### src/rtl/cim_reg_pkg.sv
// cim_reg_pkg: shared FSM state type and register-map constants for the
// CIM register-write arbiter (cim_reg_arbiter and cim_rr_arbiter).
package cim_reg_pkg;

    typedef enum logic [1:0] {
        IDLE  = 2'd0,
        ISSUE = 2'd1,
        LOCK  = 2'd2
    } arb_state_t;

    // Controller register map
    localparam int unsigned ADDR_EN_COL = 4;
    localparam int unsigned ADDR_ADD0   = 5;
    localparam int unsigned ADDR_ADD1   = 6;
    localparam int unsigned ADDR_CONF0  = 7;
    localparam int unsigned ADDR_CONF1  = 8;
    localparam int unsigned ADDR_CONF2  = 9;
    localparam int unsigned ADDR_CONF3  = 10;

    // Only this window is forwarded to the controller
    localparam int unsigned ADDR_MIN = ADDR_EN_COL;
    localparam int unsigned ADDR_MAX = ADDR_CONF3;

    function automatic logic addr_legal(input logic [31:0] addr);
        return (addr >= ADDR_MIN) && (addr <= ADDR_MAX);
    endfunction

endpackage

### src/rtl/cim_rr_arbiter.sv
// cim_rr_arbiter: combinational 2-way round-robin pick between host and
// sequencer. i_ptr_seq=0 favours the host, 1 favours the sequencer.
module cim_rr_arbiter
    import cim_reg_pkg::*;
(
    input  logic       i_req_host,
    input  logic       i_req_seq,
    input  logic       i_ptr_seq,
    output logic [1:0] o_grant
);

    // Favourite wins when requesting, otherwise the other requester
    always_comb begin
        o_grant = '0;
        if (i_ptr_seq) begin
            if (i_req_seq)       o_grant = 2'b10;
            else if (i_req_host) o_grant = 2'b01;
        end else begin
            if (i_req_host)      o_grant = 2'b01;
            else if (i_req_seq)  o_grant = 2'b10;
        end
    end

endmodule

### src/rtl/cim_reg_arbiter.sv
// cim_reg_arbiter: schedules host and sequencer writes onto the CIM
// controller register bus (reg_en/a_reg/d_reg) with round-robin, optional
// burst lock (bounded by MAX_LOCK) and address filtering.
// Optional feature: define CIM_ARB_DEFER_EN to hold off new grants while
// cim_busy is high.
module cim_reg_arbiter
    import cim_reg_pkg::*;
#(
    parameter int unsigned REG_ADDR       = 4,
    parameter int unsigned REG_DATA_WIDTH = 32,
    parameter int unsigned MAX_LOCK       = 8
) (
    input  logic                      clk,
    input  logic                      rst,
    input  logic                      host_valid,
    input  logic [REG_ADDR-1:0]       host_addr,
    input  logic [REG_DATA_WIDTH-1:0] host_data,
    input  logic                      host_lock,
    output logic                      host_ready,
    input  logic                      seq_valid,
    input  logic [REG_ADDR-1:0]       seq_addr,
    input  logic [REG_DATA_WIDTH-1:0] seq_data,
    input  logic                      seq_lock,
    output logic                      seq_ready,
    input  logic                      cim_busy,
    output logic                      reg_en,
    output logic [REG_ADDR-1:0]       a_reg,
    output logic [REG_DATA_WIDTH-1:0] d_reg,
    output logic [1:0]                grant,
    output logic                      err_addr
);

    localparam int unsigned CNT_W = $clog2(MAX_LOCK + 1);

    arb_state_t                r_state;
    arb_state_t                w_next_state;
    logic [1:0]                r_owner;
    logic                      r_lock_cap;
    logic [CNT_W-1:0]          r_cnt;
    logic                      r_ptr_seq;
    logic                      r_reg_en;
    logic [REG_ADDR-1:0]       r_a_reg;
    logic [REG_DATA_WIDTH-1:0] r_d_reg;
    logic                      r_err;

    logic                      w_defer;
    logic                      w_req_host;
    logic                      w_req_seq;
    logic [1:0]                w_pick;
    logic                      w_host_ready;
    logic                      w_seq_ready;
    logic [1:0]                w_grant;
    logic                      w_xfer_host;
    logic                      w_xfer_seq;
    logic                      w_xfer;
    logic [REG_ADDR-1:0]       w_sel_addr;
    logic [REG_DATA_WIDTH-1:0] w_sel_data;
    logic                      w_sel_lock;
    logic                      w_legal;
    logic                      w_own_lock;
    logic [CNT_W-1:0]          w_cnt_inc;
    logic                      w_stay_locked;
    logic                      w_release;

`ifdef CIM_ARB_DEFER_EN
    assign w_defer = cim_busy;
`else
    logic w_unused_busy;
    assign w_unused_busy = cim_busy;
    assign w_defer       = 1'b0;
`endif

    assign w_req_host = host_valid & ~w_defer;
    assign w_req_seq  = seq_valid  & ~w_defer;

    cim_rr_arbiter u_rr (
        .i_req_host (w_req_host),
        .i_req_seq  (w_req_seq),
        .i_ptr_seq  (r_ptr_seq),
        .o_grant    (w_pick)
    );

    assign w_xfer_host = host_valid & w_host_ready;
    assign w_xfer_seq  = seq_valid  & w_seq_ready;
    assign w_xfer      = w_xfer_host | w_xfer_seq;
    assign w_sel_addr  = w_xfer_seq ? seq_addr : host_addr;
    assign w_sel_data  = w_xfer_seq ? seq_data : host_data;
    assign w_sel_lock  = w_xfer_seq ? seq_lock : host_lock;
    assign w_legal     = addr_legal(32'(w_sel_addr));
    assign w_own_lock  = r_owner[1] ? seq_lock : host_lock;

    // The issue being retired counts toward the burst; keep the bus only if
    // that count is still below the bound.
    assign w_cnt_inc     = r_cnt + CNT_W'(1);
    assign w_stay_locked = r_lock_cap && (32'(w_cnt_inc) < MAX_LOCK);
    assign w_release     = ((r_state == ISSUE) && !w_stay_locked) ||
                           ((r_state == LOCK) && !w_xfer && !w_own_lock);

    // State register
    always_ff @(posedge clk or negedge rst) begin
        if (!rst) r_state <= IDLE;
        else      r_state <= w_next_state;
    end

    // Next-state decode
    always_comb begin
        w_next_state = r_state;
        case (r_state)
            IDLE:    if (w_xfer) w_next_state = ISSUE;
            ISSUE:   w_next_state = w_stay_locked ? LOCK : IDLE;
            LOCK: begin
                if (w_xfer)         w_next_state = ISSUE;
                else if (w_release) w_next_state = IDLE;
            end
            default: w_next_state = IDLE;
        endcase
    end

    // Ready and grant decode; nothing is accepted while reset is asserted
    always_comb begin
        w_host_ready = 1'b0;
        w_seq_ready  = 1'b0;
        w_grant      = '0;
        case (r_state)
            IDLE: begin
                w_host_ready = w_pick[0];
                w_seq_ready  = w_pick[1];
            end
            ISSUE: w_grant = r_owner;
            LOCK: begin
                w_host_ready = r_owner[0] & w_req_host;
                w_seq_ready  = r_owner[1] & w_req_seq;
                w_grant      = r_owner;
            end
            default: ;
        endcase
        if (!rst) begin
            w_host_ready = 1'b0;
            w_seq_ready  = 1'b0;
        end
    end

    // Ownership, burst counter and round-robin pointer
    always_ff @(posedge clk or negedge rst) begin
        if (!rst) begin
            r_owner    <= '0;
            r_lock_cap <= 1'b0;
            r_cnt      <= '0;
            r_ptr_seq  <= 1'b0;
        end else begin
            if (w_xfer) begin
                r_owner    <= {w_xfer_seq, w_xfer_host};
                r_lock_cap <= w_sel_lock;
            end else if (w_release) begin
                r_owner   <= '0;
                r_ptr_seq <= r_owner[0];
            end
            if (r_state == ISSUE)  r_cnt <= w_stay_locked ? w_cnt_inc : '0;
            else if (w_release)    r_cnt <= '0;
        end
    end

    // Registered write bus: one-cycle strobe or error pulse per accepted write
    always_ff @(posedge clk or negedge rst) begin
        if (!rst) begin
            r_reg_en <= 1'b0;
            r_err    <= 1'b0;
            r_a_reg  <= '0;
            r_d_reg  <= '0;
        end else begin
            r_reg_en <= w_xfer & w_legal;
            r_err    <= w_xfer & ~w_legal;
            if (w_xfer && w_legal) begin
                r_a_reg <= w_sel_addr;
                r_d_reg <= w_sel_data;
            end
        end
    end

    assign host_ready = w_host_ready;
    assign seq_ready  = w_seq_ready;
    assign grant      = w_grant;
    assign reg_en     = r_reg_en;
    assign a_reg      = r_a_reg;
    assign d_reg      = r_d_reg;
    assign err_addr   = r_err;

endmodule

### config.mk
export PLATFORM = sky130hd
export DESIGN_NAME = cim_reg_arbiter
export DESIGN_NICKNAME = d
export VERILOG_FILES = /design/src/rtl/cim_reg_pkg.sv /design/src/rtl/cim_rr_arbiter.sv /design/src/rtl/cim_reg_arbiter.sv
export SDC_FILE = /design/constraint.sdc
export NUM_CORES = 1
export LEC_CHECK = 0
export CORE_MARGIN = 3
export CORE_UTILIZATION = 63
export CTS_CLUSTER_SIZE = 20
export DETAILED_ROUTE_END_ITERATION = 10
export DONT_BUFFER_PORTS = 1
export PLACE_DENSITY = 0.86
export SYNTH_ARGS = -nofsm -noshare
export SYNTH_HDL_FRONTEND = slang
export SYNTH_SLANG_ARGS = --single-unit
### constraint.sdc
create_clock -name clk -period 2.2 [get_ports clk]
set_clock_uncertainty 0.1 [all_clocks]
set_input_delay 0.11 -clock clk [delete_from_list [all_inputs] [get_ports clk]]
set_output_delay 0.11 -clock clk [all_outputs]
set_load 0.05 [all_outputs]
==> impl_results.md <==
- Status: finished, violations left
- Failing checks: setup timing
- Slowest CP cell: dfrtp_1
- Max FFs per register: 32
- Relative slew slack: 60.0%
- Setup TNS: -2280 ps
- Post-route clock period utilization: 110%
- H-Tree Depth: 2
- Syn. warnings: 0
- Multi-input gate area: between 1000 and 1500 um^2
- Row count: 22
- Worst-path clk slew: 90 ps
- Worst Path Buf+Inv: 4
- Most frequent cells in the layout: 69 x dlygate4sd3_1, 48 x dfrtp_1, 40 x a21oi_1, 38 x mux2i_1, 34 x a31oi_1
- Initial core utilization: between 60 and 70%
- Pre-antenna DRT Iters: 7
- Largest delay share family, worst path: buffers and inverters
- Data required time of the critical path: roughly 2300 ps
- Max_cap viols: 0
- HP Class: input pin to flop
- Cell area power density: about 1500 nW/um^2
- DR vias/cell: 7.67
- Largest area contributor in the netlist: dfrtp_1
- Post-synth EDFFs: 0
- Gate Count Post-Synth: 255
- Post-Syn Area per Cell: 10.4 um^2
- Vias: 2953
- Synth Register Bits: 48
- FF+latch area: 1200 um^2
- Post-Route WL: 11700 um
- Largest net degree at the start of global routing: 58
- Setup ws final: -222 ps
- Buffers on Ports: 0
- Slowest stage delay, CP: approximately 450 ps
- All-Layer GR Usage: between 30% and 40%
- Power, Total: 5.70 mW
- Register area share after synthesis: 45.5%
- Crit. End Element: flop
- Max-slew violation total from the final report: 0
- CTS root buf: clkbuf_8
- Maximum clock frequency: 413 MHz
- Initial DRC Count: 624
- Vias in the first global route: 2609
- DP Wirelength: 4250 um
- Hold Vio Cnt, Final: 0
- First-pass GRT wire length: 13500 um
- Critical-path cell list: inv_2, ha_2, nand3_2, o21ai_4, buf_12, mux2i_4, buf_4, clkbuf_16, a21oi_1, a31oi_1
- Number of distinct library cells after synthesis: 40
- Worst IR Drop VDD: 0.00110 V
- Top-level I/O count: between 100 and 150
- Yosys top cell area share: 45.5%
- Most common cell after layout, fill and taps aside: dlygate4sd3_1
- # DRC: 0
- Worst slew pin tran: 600 ps
- Lkg Pwr: 1.49 nW
- Core area: 3850 um^2
- Layout cell share with drive strength beyond 1: 12.3%
- Die Area: 5000 um^2
- Crit path DAT: 2520 ps
- FFs w/ async S/R, synth: 100%
- GP Congestion: 0.914
- Final setup viols: 36
- Final worst path period need: 2420 ps
- Top post-synthesis cells by area: dfrtp_1 45%, mux2i_1 14%, a31oi_1 8.1%
- Die span in x: 70.7 um
- Clk Latency, worst-skew pair: 310 ps
- WL per Instance: 30.5 um
- Synth Flop Type: dfrtp_1
- CP max FO: 14
- Area grow syn2layout: 39.6%
- Worst hold slack: 36.5 ps
- Gr ovfl total: 0
- CTS tree: built
- Final ANT Viol Nets: 0
- Max clock buf depth: 2
- Clk sinks: 48
- Nets: 417
- Startpoint types: flop
- Critical path class: flop to flop
- Fillcell total: 91
- Synthesized Nets: 340
- Initial antenna violation count: 1
- Inserted Clock Buffers: 5
- Die H: around 71 um
- Mapped cell area: between 2000 and 3000 um^2
==> metrics by stage <==
| stage | instance area (um^2) | setup WS (ps) | utilization, % | std cells |
|---|---|---|---|---|
| final | 3690 | -222 | 95.6 | 385 |
| after global routing | 3680 | -193 | 95.5 | 383 |
| after CTS | 3560 | 13.5 | 92.3 | 375 |
| after detailed placement | 2720 | 34.1 | 70.5 | 295 |
| after global placement | 2720 | 137 | 70.5 | 295 |
| after floorplan | 2640 | 50.0 | - | 255 |
==> final cells by class <==
type | instances | share of cell area, %
timing repair buffer | 89 | 26.9
multi-input combinational | 180 | 35.3
inverter | 8 | 0.815
antenna | 4 | 0.272
clock inverter | 2 | 0.272
tap | 48 | 1.63
clock buffer | 6 | 2.24
sequential | 48 | 32.6
==> what timing repair did <==
action                                  CTS  global route
hold endpoints to repair                 82             0
gates resized for setup                   1            10
gates cloned                              0             3
endpoints found under the setup margin    1            40
hold buffers                             70             0
pin swaps                                 1             2
setup buffers                             2             3
==> cells by family after synthesis <==
logic type	after synthesis	share of synthesized area [%]
compound gates	97	22.4
flops	48	45.5
mux	40	15.4
simple gates	36	7.16
buf+inv	27	6.40
fa+ha+maj	6	2.84
xor+xnor	1	0.332
==> worst paths after layout <==
check | slack [ps] | start | end | cells after the start
setup / recovery | -220 | r_state[0] | d_reg[24] | 10
hold / removal | 40 | rst | r_owner[0] | 3
setup reg to reg | -220 | r_state[0] | d_reg[24] | 10
hold reg to reg | 490 | r_cnt[2] | r_cnt[2] | 1
max in group asynchronous | 1590 | rst | d_reg[13] | 2
min in group asynchronous | 190 | rst | d_reg[4] | 2
==> layer usage <==
metal | wire length (um) | vias up | GRT usage (%)
met1 | 3580 | 1328 | 40.8
met3 | 1660 | 142 | 8.10
met4 | 1200 | 0 | 15.4
li1 | - | 1102 | -
met5 | 0 | - | 0
met2 | 5300 | 381 | 60.9
==> power breakdown <==
part	leakage, nW	switching (mW)	total, mW	internal [mW]
clock	0.0510	0.327	0.579	0.252
sequential	0.558	1.62	2.87	1.25
combinational	0.878	1.35	2.24	0.895
total	1.49	3.30	5.70	2.40
==> tightest hold or removal path, delay by kind of cell <==
family / cells / cell delay [ps]
compound gates: 2 / 240
simple gates: 1 / 60
==> Yosys cell counts (all sizes together), types with 3 or more instances <==
library cell,count
mux2i,39
nand2,13
a21oi,41
nand3,4
nor2b,6
a21o,3
o21ai,8
o22ai,3
buf,15
clkbuf,4
a31oi,34
and2,4
dfrtp,48
inv,8
nor2,4
ha,6
No activity file was read; power rests on OpenSTA's default activity.
